### config.mk
export PLATFORM = sky130hd
export DESIGN_NAME = gcd_rr_sched
export DESIGN_NICKNAME = d
export VERILOG_FILES = /design/src/rtl/gcd_rr_sched.sv
export SDC_FILE = /design/constraint.sdc
export NUM_CORES = 1
export LEC_CHECK = 0
export CORE_MARGIN = 2
export CORE_UTILIZATION = 40
export DETAILED_ROUTE_END_ITERATION = 12
export GPL_TIMING_DRIVEN = 0
export PLACE_DENSITY = 0.75
export SYNTH_ARGS = -nofsm -noshare
export SYNTH_HDL_FRONTEND = slang
export SYNTH_SLANG_ARGS = --single-unit
### constraint.sdc
create_clock -name clk -period 4.2 [get_ports clk]
set_input_delay 0.63 -clock clk [delete_from_list [all_inputs] [get_ports clk]]
set_output_delay 0.63 -clock clk [all_outputs]
set_load 0.1 [all_outputs]
### src/rtl/gcd_rr_sched.sv
// Round-robin front end that shares one sequential GCD engine among NREQ requesters.
// One operand pair is in flight at a time; zero operands bypass the engine, and a
// watchdog turns a hung engine into an error response.
module gcd_rr_sched #(
    parameter  int NREQ    = 4,
    parameter  int W       = 7,
    parameter  int TIMEOUT = 32,
    localparam int IDW     = $clog2(NREQ)
) (
    input  logic              clk,
    input  logic              rst,
    input  logic [NREQ-1:0]   req_valid,
    output logic [NREQ-1:0]   req_ready,
    input  logic [NREQ*W-1:0] req_a,
    input  logic [NREQ*W-1:0] req_b,
    output logic              rsp_valid,
    input  logic              rsp_ready,
    output logic [IDW-1:0]    rsp_id,
    output logic [W-1:0]      rsp_data,
    output logic              rsp_err,
    output logic              eng_load,
    output logic [W-1:0]      eng_a,
    output logic [W-1:0]      eng_b,
    input  logic              eng_done,
    input  logic [W-1:0]      eng_c
);

    localparam int CNTW = $clog2(TIMEOUT + 1);

    typedef enum logic [2:0] {
        S_IDLE,
        S_ZERO,
        S_LOAD,
        S_RUN,
        S_RESP
    } state_t;

    state_t          state_q, state_d;
    logic [IDW-1:0]  ptr_q, ptr_d;
    logic [IDW-1:0]  id_q, id_d;
    logic [W-1:0]    a_q, a_d;
    logic [W-1:0]    b_q, b_d;
    logic [CNTW-1:0] cnt_q, cnt_d;
    logic [W-1:0]    data_q, data_d;
    logic            err_q, err_d;

    logic            grant_found;
    logic [IDW-1:0]  grant_idx;
    logic [NREQ-1:0] grant_onehot;
    logic [W-1:0]    sel_a;
    logic [W-1:0]    sel_b;

    // Requester index successor with wrap at NREQ-1 (NREQ need not be a power of two).
    function automatic logic [IDW-1:0] wrap_inc(input logic [IDW-1:0] x);
        if (x == IDW'(NREQ - 1)) begin
            return '0;
        end
        return x + IDW'(1);
    endfunction

    // Round-robin search: first valid requester starting at the pointer.
    always_comb begin
        logic [IDW-1:0] cand;
        grant_found = 1'b0;
        grant_idx   = '0;
        cand        = ptr_q;
        for (int k = 0; k < NREQ; k++) begin
            if (!grant_found && req_valid[cand]) begin
                grant_found = 1'b1;
                grant_idx   = cand;
            end
            cand = wrap_inc(cand);
        end
    end

    assign grant_onehot = grant_found ? (NREQ'(1) << grant_idx) : '0;
    assign sel_a        = req_a[int'(grant_idx) * W +: W];
    assign sel_b        = req_b[int'(grant_idx) * W +: W];

    // Grant is only offered while idle and never while reset is held.
    assign req_ready = (state_q == S_IDLE && !rst) ? grant_onehot : '0;
    assign rsp_valid = (state_q == S_RESP);
    assign eng_load  = (state_q == S_LOAD);
    assign rsp_id    = id_q;
    assign rsp_data  = data_q;
    assign rsp_err   = err_q;
    assign eng_a     = a_q;
    assign eng_b     = b_q;

    // Next-state and datapath updates for the scheduler FSM.
    always_comb begin
        state_d = state_q;
        ptr_d   = ptr_q;
        id_d    = id_q;
        a_d     = a_q;
        b_d     = b_q;
        cnt_d   = cnt_q;
        data_d  = data_q;
        err_d   = err_q;
        unique case (state_q)
            S_IDLE: begin
                if (grant_found) begin
                    id_d    = grant_idx;
                    a_d     = sel_a;
                    b_d     = sel_b;
                    state_d = (sel_a == '0 || sel_b == '0) ? S_ZERO : S_LOAD;
                end
            end
            S_ZERO: begin
                // gcd(0,x)=x and gcd(0,0)=0 both reduce to a|b
                data_d  = a_q | b_q;
                err_d   = 1'b0;
                state_d = S_RESP;
            end
            S_LOAD: begin
                cnt_d   = '0;
                state_d = S_RUN;
            end
            S_RUN: begin
                cnt_d = cnt_q + CNTW'(1);
                // a done arriving on the terminal count still counts as success
                if (eng_done) begin
                    data_d  = eng_c;
                    err_d   = 1'b0;
                    state_d = S_RESP;
                end else if (cnt_q == CNTW'(TIMEOUT - 1)) begin
                    data_d  = '0;
                    err_d   = 1'b1;
                    state_d = S_RESP;
                end
            end
            S_RESP: begin
                if (rsp_ready) begin
                    ptr_d   = wrap_inc(id_q);
                    state_d = S_IDLE;
                end
            end
            default: begin
                state_d = S_IDLE;
            end
        endcase
    end

    // State and datapath registers; reset clears everything including visible outputs.
    always_ff @(posedge clk or posedge rst) begin
        if (rst) begin
            state_q <= S_IDLE;
            ptr_q   <= '0;
            id_q    <= '0;
            a_q     <= '0;
            b_q     <= '0;
            cnt_q   <= '0;
            data_q  <= '0;
            err_q   <= 1'b0;
        end else begin
            state_q <= state_d;
            ptr_q   <= ptr_d;
            id_q    <= id_d;
            a_q     <= a_d;
            b_q     <= b_d;
            cnt_q   <= cnt_d;
            data_q  <= data_d;
            err_q   <= err_d;
        end
    end

endmodule

==> impl_metrics.tcl, run 1 <==
set metrics [dict create \
    portBuffers 97 \
    start_util 0.418 \
    yosys.area_share.simple 0.248 \
    synth_compound_area_frac 0.276 \
    fin_worst_skew_ns 0.00928 \
    synth_nets 385 \
    grt_setup_unrepaired "no" \
    core_sq_um 6420 \
    cts_max_level 2 \
    synth_edf_count 0 \
    final_cell_mix "93 x clkdlybuf4s50_1, 42 x nand2_1, 35 x dfrtp_1" \
    drv_slew 0 \
    grt_max_degree 36 \
    yosysWarnings 0 \
    dieArea_sq_um 7380 \
    clk_path_buf_depth 2 \
    synth_seq_area_share 0.326 \
    cts_hold_buf 0 \
    reg2reg_setup_slack_ns 0.33 \
    synth_xor_area_frac 0 \
    synthAdderAreaFrac 0.0140 \
    ys_async_sr_fraction 1.00 \
    status "completed" \
    worstPathArrival_ns 3.43 \
    fp.dieH_um 85.9 \
    gp_congestion 0.839 \
    dp.final_hpwl_mm 6.31 \
    critical_path.top_delay_family "buffers and inverters" \
    synth_area_sq_um 2690 \
    syn_area_per_cell_sq_um 8.63 \
    maxCapViolations 0 \
    end_kind "output port" \
    synth_top_family_by_area "compound AO/OA/AOI/OAI gates" \
    globalRouteTotalUtil 0.222 \
    io_pins 101 \
    grt_overflow 0 \
    vias 2862 \
    cp_cell_sequence "clkdlybuf4s50_1 > clkbuf_2 > mux4_2 > a311oi_2 > o31ai_4 > buf_6 > clkbuf_1 > nor4_2 > buf_4" \
    drive_gt1_frac 0.114 \
    layout_commonest_cell "clkdlybuf4s50_1" \
    final_antenna_net_count 0 \
    synth_mux_area_frac 0.0699 \
    worstPathMaxFanout 10 \
    wirelength_mm 8.12 \
    worst_pin_slew_ns 0.978 \
    fin_hold_ws_ns 0.485 \
    final_hold_viol_count 0 \
    final_net_count 487 \
    slew_headroom 0.346 \
    slowest_delay_ns 0.57 \
    synth-seq-cells 35 \
    area_growth_syn_to_layout_pct 45.2 \
    fin_tns_setup_ns 0 \
    diodes 0 \
    clockRootBuffer "clkbuf_8" \
    cts.reportedPaths.clkPinSlew_ns 0.07 \
    cts.sinks 35 \
    fin_crit_sh 0.966 \
    cts_tree "built" \
    worstPathRequired_ns 3.57 \
    grt_pass1_wl_mm 13.3 \
    avgViaCountPerCell 5.84 \
    setup_viol 0 \
    antenna_found_initial 0 \
    worstSetupStartpointType "input port" \
    cts_buffers 5 \
    drt_iter0_drc 210 \
    crit_slowest_cell "mux4_2" \
    hold_class "flip-flop to flip-flop" \
    synth_ff_type "dfrtp_1" \
    fin_crit_ns 4.06 \
    synth_cell_type_count 55 \
    fillers 567 \
    die_width_um 85.9 \
    row_count 29 \
    synthCells 311 \
    firstDrtPassIters 5 \
    post_drt_wl_per_cell_um 16.6 \
    path_buf_inv 5 \
    grt_pass1_vias 2764 \
    drcViolationCount 0 \
    insertion_delay_ns 0.29 \
    fmax_mhz 246 \
    critical_path_class "input port to output port" \
]
==> synthesized netlist by cell type (3+ instances only) <==
cell type	count	area, sq um
a221oi_1	12	105
a21oi_1	12	60.1
a221o_1	13	130
nand3b_1	5	37.5
or3b_2	3	26.3
dfrtp_1	35	876
o31ai_1	16	120
nand3_1	6	30.0
nor4_1	4	25.0
o22ai_1	3	18.8
nor3_1	12	60.1
a21o_1	6	45.0
mux2_2	6	67.6
o21ai_0	18	90.1
inv_1	7	26.3
nand2b_1	5	31.3
and2_1	22	138
a22oi_1	3	22.5
buf_2	4	20.0
clkbuf_1	18	67.6
nor2_1	8	30.0
nand2_1	42	158
buf_6	3	33.8
mux2i_1	6	60.1
ha_1	3	37.5
==> path summary, 6_finish.rpt <==
kind,from,to,cells after the start
worst min-delay path,rsp_err$_DFFE_PP0P_,rsp_err$_DFFE_PP0P_,2
min in group asynchronous,rst,rsp_id[1]$_DFFE_PP0P_,2
worst min register to register,rsp_err$_DFFE_PP0P_,rsp_err$_DFFE_PP0P_,2
max in group asynchronous,rst,eng_b[0]$_DFFE_PP0P_,2
worst max register to register,ptr_q[0]$_DFFE_PP0P_,state_q[1]$_DFFE_PP0P_,10
worst max-delay path,req_valid[2],req_ready[2],9
==> logic make-up after synthesis <==
group | Yosys count
and+or+nand+nor | 124
AOI/OAI and AO/OA | 97
buffers and inverters | 37
DFF | 35
muxes | 15
adders and majority gates | 3
==> worst register-to-register path, stage by stage, from the launching register on <==
cell and delay [ns]:
dfrtp_1 0.40, ha_1 0.41, o21a_1 0.18, or4_4 0.54, a311oi_2 0.40, o31a_1 0.17, clkbuf_1 0.47, mux2i_1 0.25
mux2_2 0.22, or4b_4 0.49, o221a_1 0.25
==> stage by stage <==
step                utilization  std cells  instance area [sq um]  setup WS, ns
CTS                       0.606        491                   3890        0.0363
finish                    0.607        490                   3900         0.142
floorplan                     -        311                   2730        -0.423
detailed placement        0.591        485                   3790        -0.863
global route              0.607        490                   3900       0.00491
global placement          0.591        485                   3790        -0.792
==> metal layers <==
layer,global-route usage,up-vias,part of all wire
met1,0.294,1352,0.44
met3,0.0385,19,0.061
li1,-,1370,-
met2,0.369,121,0.48
met5,0,-,0
met4,0.0664,0,0.020
==> registers in the layout, indices dropped and copies added, names as in the netlist <==
| name | cells |
|---|---|
| cnt_q | 6 |
| eng_b | 7 |
| rsp_data | 7 |
| ptr_q | 2 |
| state_q | 3 |
| rsp_id | 2 |
| eng_a | 7 |
| rsp_err | 1 |
==> layout make-up <==
| class | instances | area [sq um] | share of cell area |
|---|---|---|---|
| clock buffers | 6 | 72.6 | 0.0186 |
| clock inverters | 1 | 30.0 | 0.00770 |
| inverters | 8 | 30.0 | 0.00770 |
| well taps | 77 | 96.3 | 0.0247 |
| plain buffers | 27 | 141 | 0.0363 |
| repair buffers | 97 | 968 | 0.248 |
| multi-input cells | 239 | 1690 | 0.432 |
| flip-flops and latches | 35 | 876 | 0.225 |
==> what timing repair did <==
item | 4_1_cts | 5_1_grt
resized for setup | 27 | 8
buffers inserted | 0 | 0
endpoints found under the hold margin | 0 | 0
endpoints found under the setup margin | 4 | 4
Power of run 1 is not shown: default switching activity piles up to over one toggle a cycle in this logic, so the estimate is an artifact.
==> run 2, diff against run 1 <==
- RECOVER_POWER: not set -> 50
==> impl_metrics.tcl, run 2 (synthesis results as in run 1) <==
set metrics [dict create \
    status "completed" \
    cts_hold_buf 0 \
    worstPathRequired_ns 3.57 \
    insertion_delay_ns 0.29 \
    cts.sinks 35 \
    final_cell_mix "87 x clkdlybuf4s50_1, 42 x nand2_1, 35 x dfrtp_1" \
    hold_class "flip-flop to flip-flop" \
    dieArea_sq_um 7380 \
    final_cells 490 \
    portBuffers 97 \
    grt_max_degree 36 \
    final_hold_viol_count 0 \
    row_count 29 \
    cts_max_level 2 \
    fin_worst_skew_ns 0.00930 \
    critical_path_class "input port to output port" \
    slowest_delay_ns 0.57 \
    end_kind "output port" \
    setup_viol 0 \
    r2r_start "ptr_q[0]$_DFFE_PP0P_" \
    grt_pass1_wl_mm 13.3 \
    clockRootBuffer "clkbuf_8" \
    slew_headroom 0.120 \
    io_pins 101 \
    worst_pin_slew_ns 1.32 \
    start_util 0.418 \
    startpoint "req_valid[2]" \
    worstSetupStartpointType "input port" \
    fin_hold_ws_ns 0.478 \
    cp_cell_sequence "clkdlybuf4s50_1 > clkbuf_2 > mux4_2 > a311oi_2 > o31ai_4 > buf_6 > clkbuf_1 > nor4_2 > buf_4" \
    final_antenna_net_count 0 \
    path_buf_inv 5 \
    fp.dieH_um 85.9 \
    area_growth_syn_to_layout_pct 45.2 \
    wirelength_mm 8.10 \
    fin_crit_sh 0.965 \
    cts.reportedPaths.clkPinSlew_ns 0.07 \
    post_drt_wl_per_cell_um 16.5 \
    worstPathMaxFanout 10 \
    diodes 0 \
    fin_ws_ns 0.147 \
    drv_slew 0 \
    avgViaCountPerCell 5.83 \
    grt_pass1_vias 2764 \
    antenna_found_initial 0 \
    drcViolationCount 0 \
    post-place-cells 485 \
    cts_tree "built" \
    drive_gt1_frac 0.111 \
    maxCapViolations 0 \
    fin_tns_setup_ns 0 \
    firstDrtPassIters 5 \
    cts_buffers 5 \
    worstPathArrival_ns 3.42 \
    critical_path.top_delay_family "buffers and inverters" \
    grt_overflow 0 \
    hold_path.startpoint "rsp_err$_DFFE_PP0P_" \
    vias 2856 \
    globalRouteTotalUtil 0.222 \
    place_ws_ns -0.863 \
    grt_setup_unrepaired "no" \
    gp_congestion 0.839 \
    dp.final_hpwl_mm 6.31 \
    clk_path_buf_depth 2 \
    crit_slowest_cell "mux4_2" \
    drt_iter0_drc 210 \
    postCtsSetupBuffers 0 \
    fmax_mhz 247 \
    fin_crit_ns 4.05 \
    final_net_count 487 \
    die_width_um 85.9 \
    core_sq_um 6420 \
    layout_commonest_cell "clkdlybuf4s50_1" \
]
-- run 2: cell types whose count changed in the layout (fill, tap and decap cells not counted) --
cell and delta:
dlygate4sd3_1 +6, inv_1 +1, inv_2 -1, clkdlybuf4s50_1 -6
-- run 2: cell type report --
cell class,count,area (sq um)
Buffer,27,141
Clock buffer,6,72.6
Clock inverter,1,30.0
Fill cell,567,2520
Inverter,8,30.0
Multi-Input combinational cell,239,1690
Sequential cell,35,876
Tap cell,77,96.3
Timing Repair Buffer,97,968
-- run 2: metrics by stage --
step,area [sq um],utilization
floorplan,2730,-
global placement,3790,0.591
detailed placement,3790,0.591
CTS,3890,0.606
global route,3900,0.607
finish,3900,0.607
-- run 2: metal layers --
layer  vias up  global-route usage  routed length (um)
met1      1352               0.294                3540
met3        17              0.0385                 476
li1       1370                   -                   -
met4         0              0.0664                 161
met2       117               0.369                3930
met5         -                   0                   0
-- run 2: what timing repair did --
item | in CTS | in global routing
hold endpoints to repair | 0 | 0
cloned | 0 | 0
gates resized for setup | 27 | 8
setup endpoints to repair | 4 | 4
-- run 2: worst min-delay path: stages, from the launching register on --
cell and delay, ns:
dfrtp_1 0.34, nand2_1 0.05, o31ai_1 0.05
-- run 2: path summary, 6_finish.rpt --
kind                                          end  slack [ns]  cells past startpoint
min reg2reg                   rsp_err$_DFFE_PP0P_        0.48                      2
max                                  req_ready[2]        0.15                      9
max reg2reg                state_q[1]$_DFFE_PP0P_        0.33                     10
min                           rsp_err$_DFFE_PP0P_        0.48                      2
min in group asynchronous   rsp_id[1]$_DFFE_PP0P_        1.33                      2
max in group asynchronous    eng_b[0]$_DFFE_PP0P_        2.08                      2
Power of run 2 is left out for the same reason.
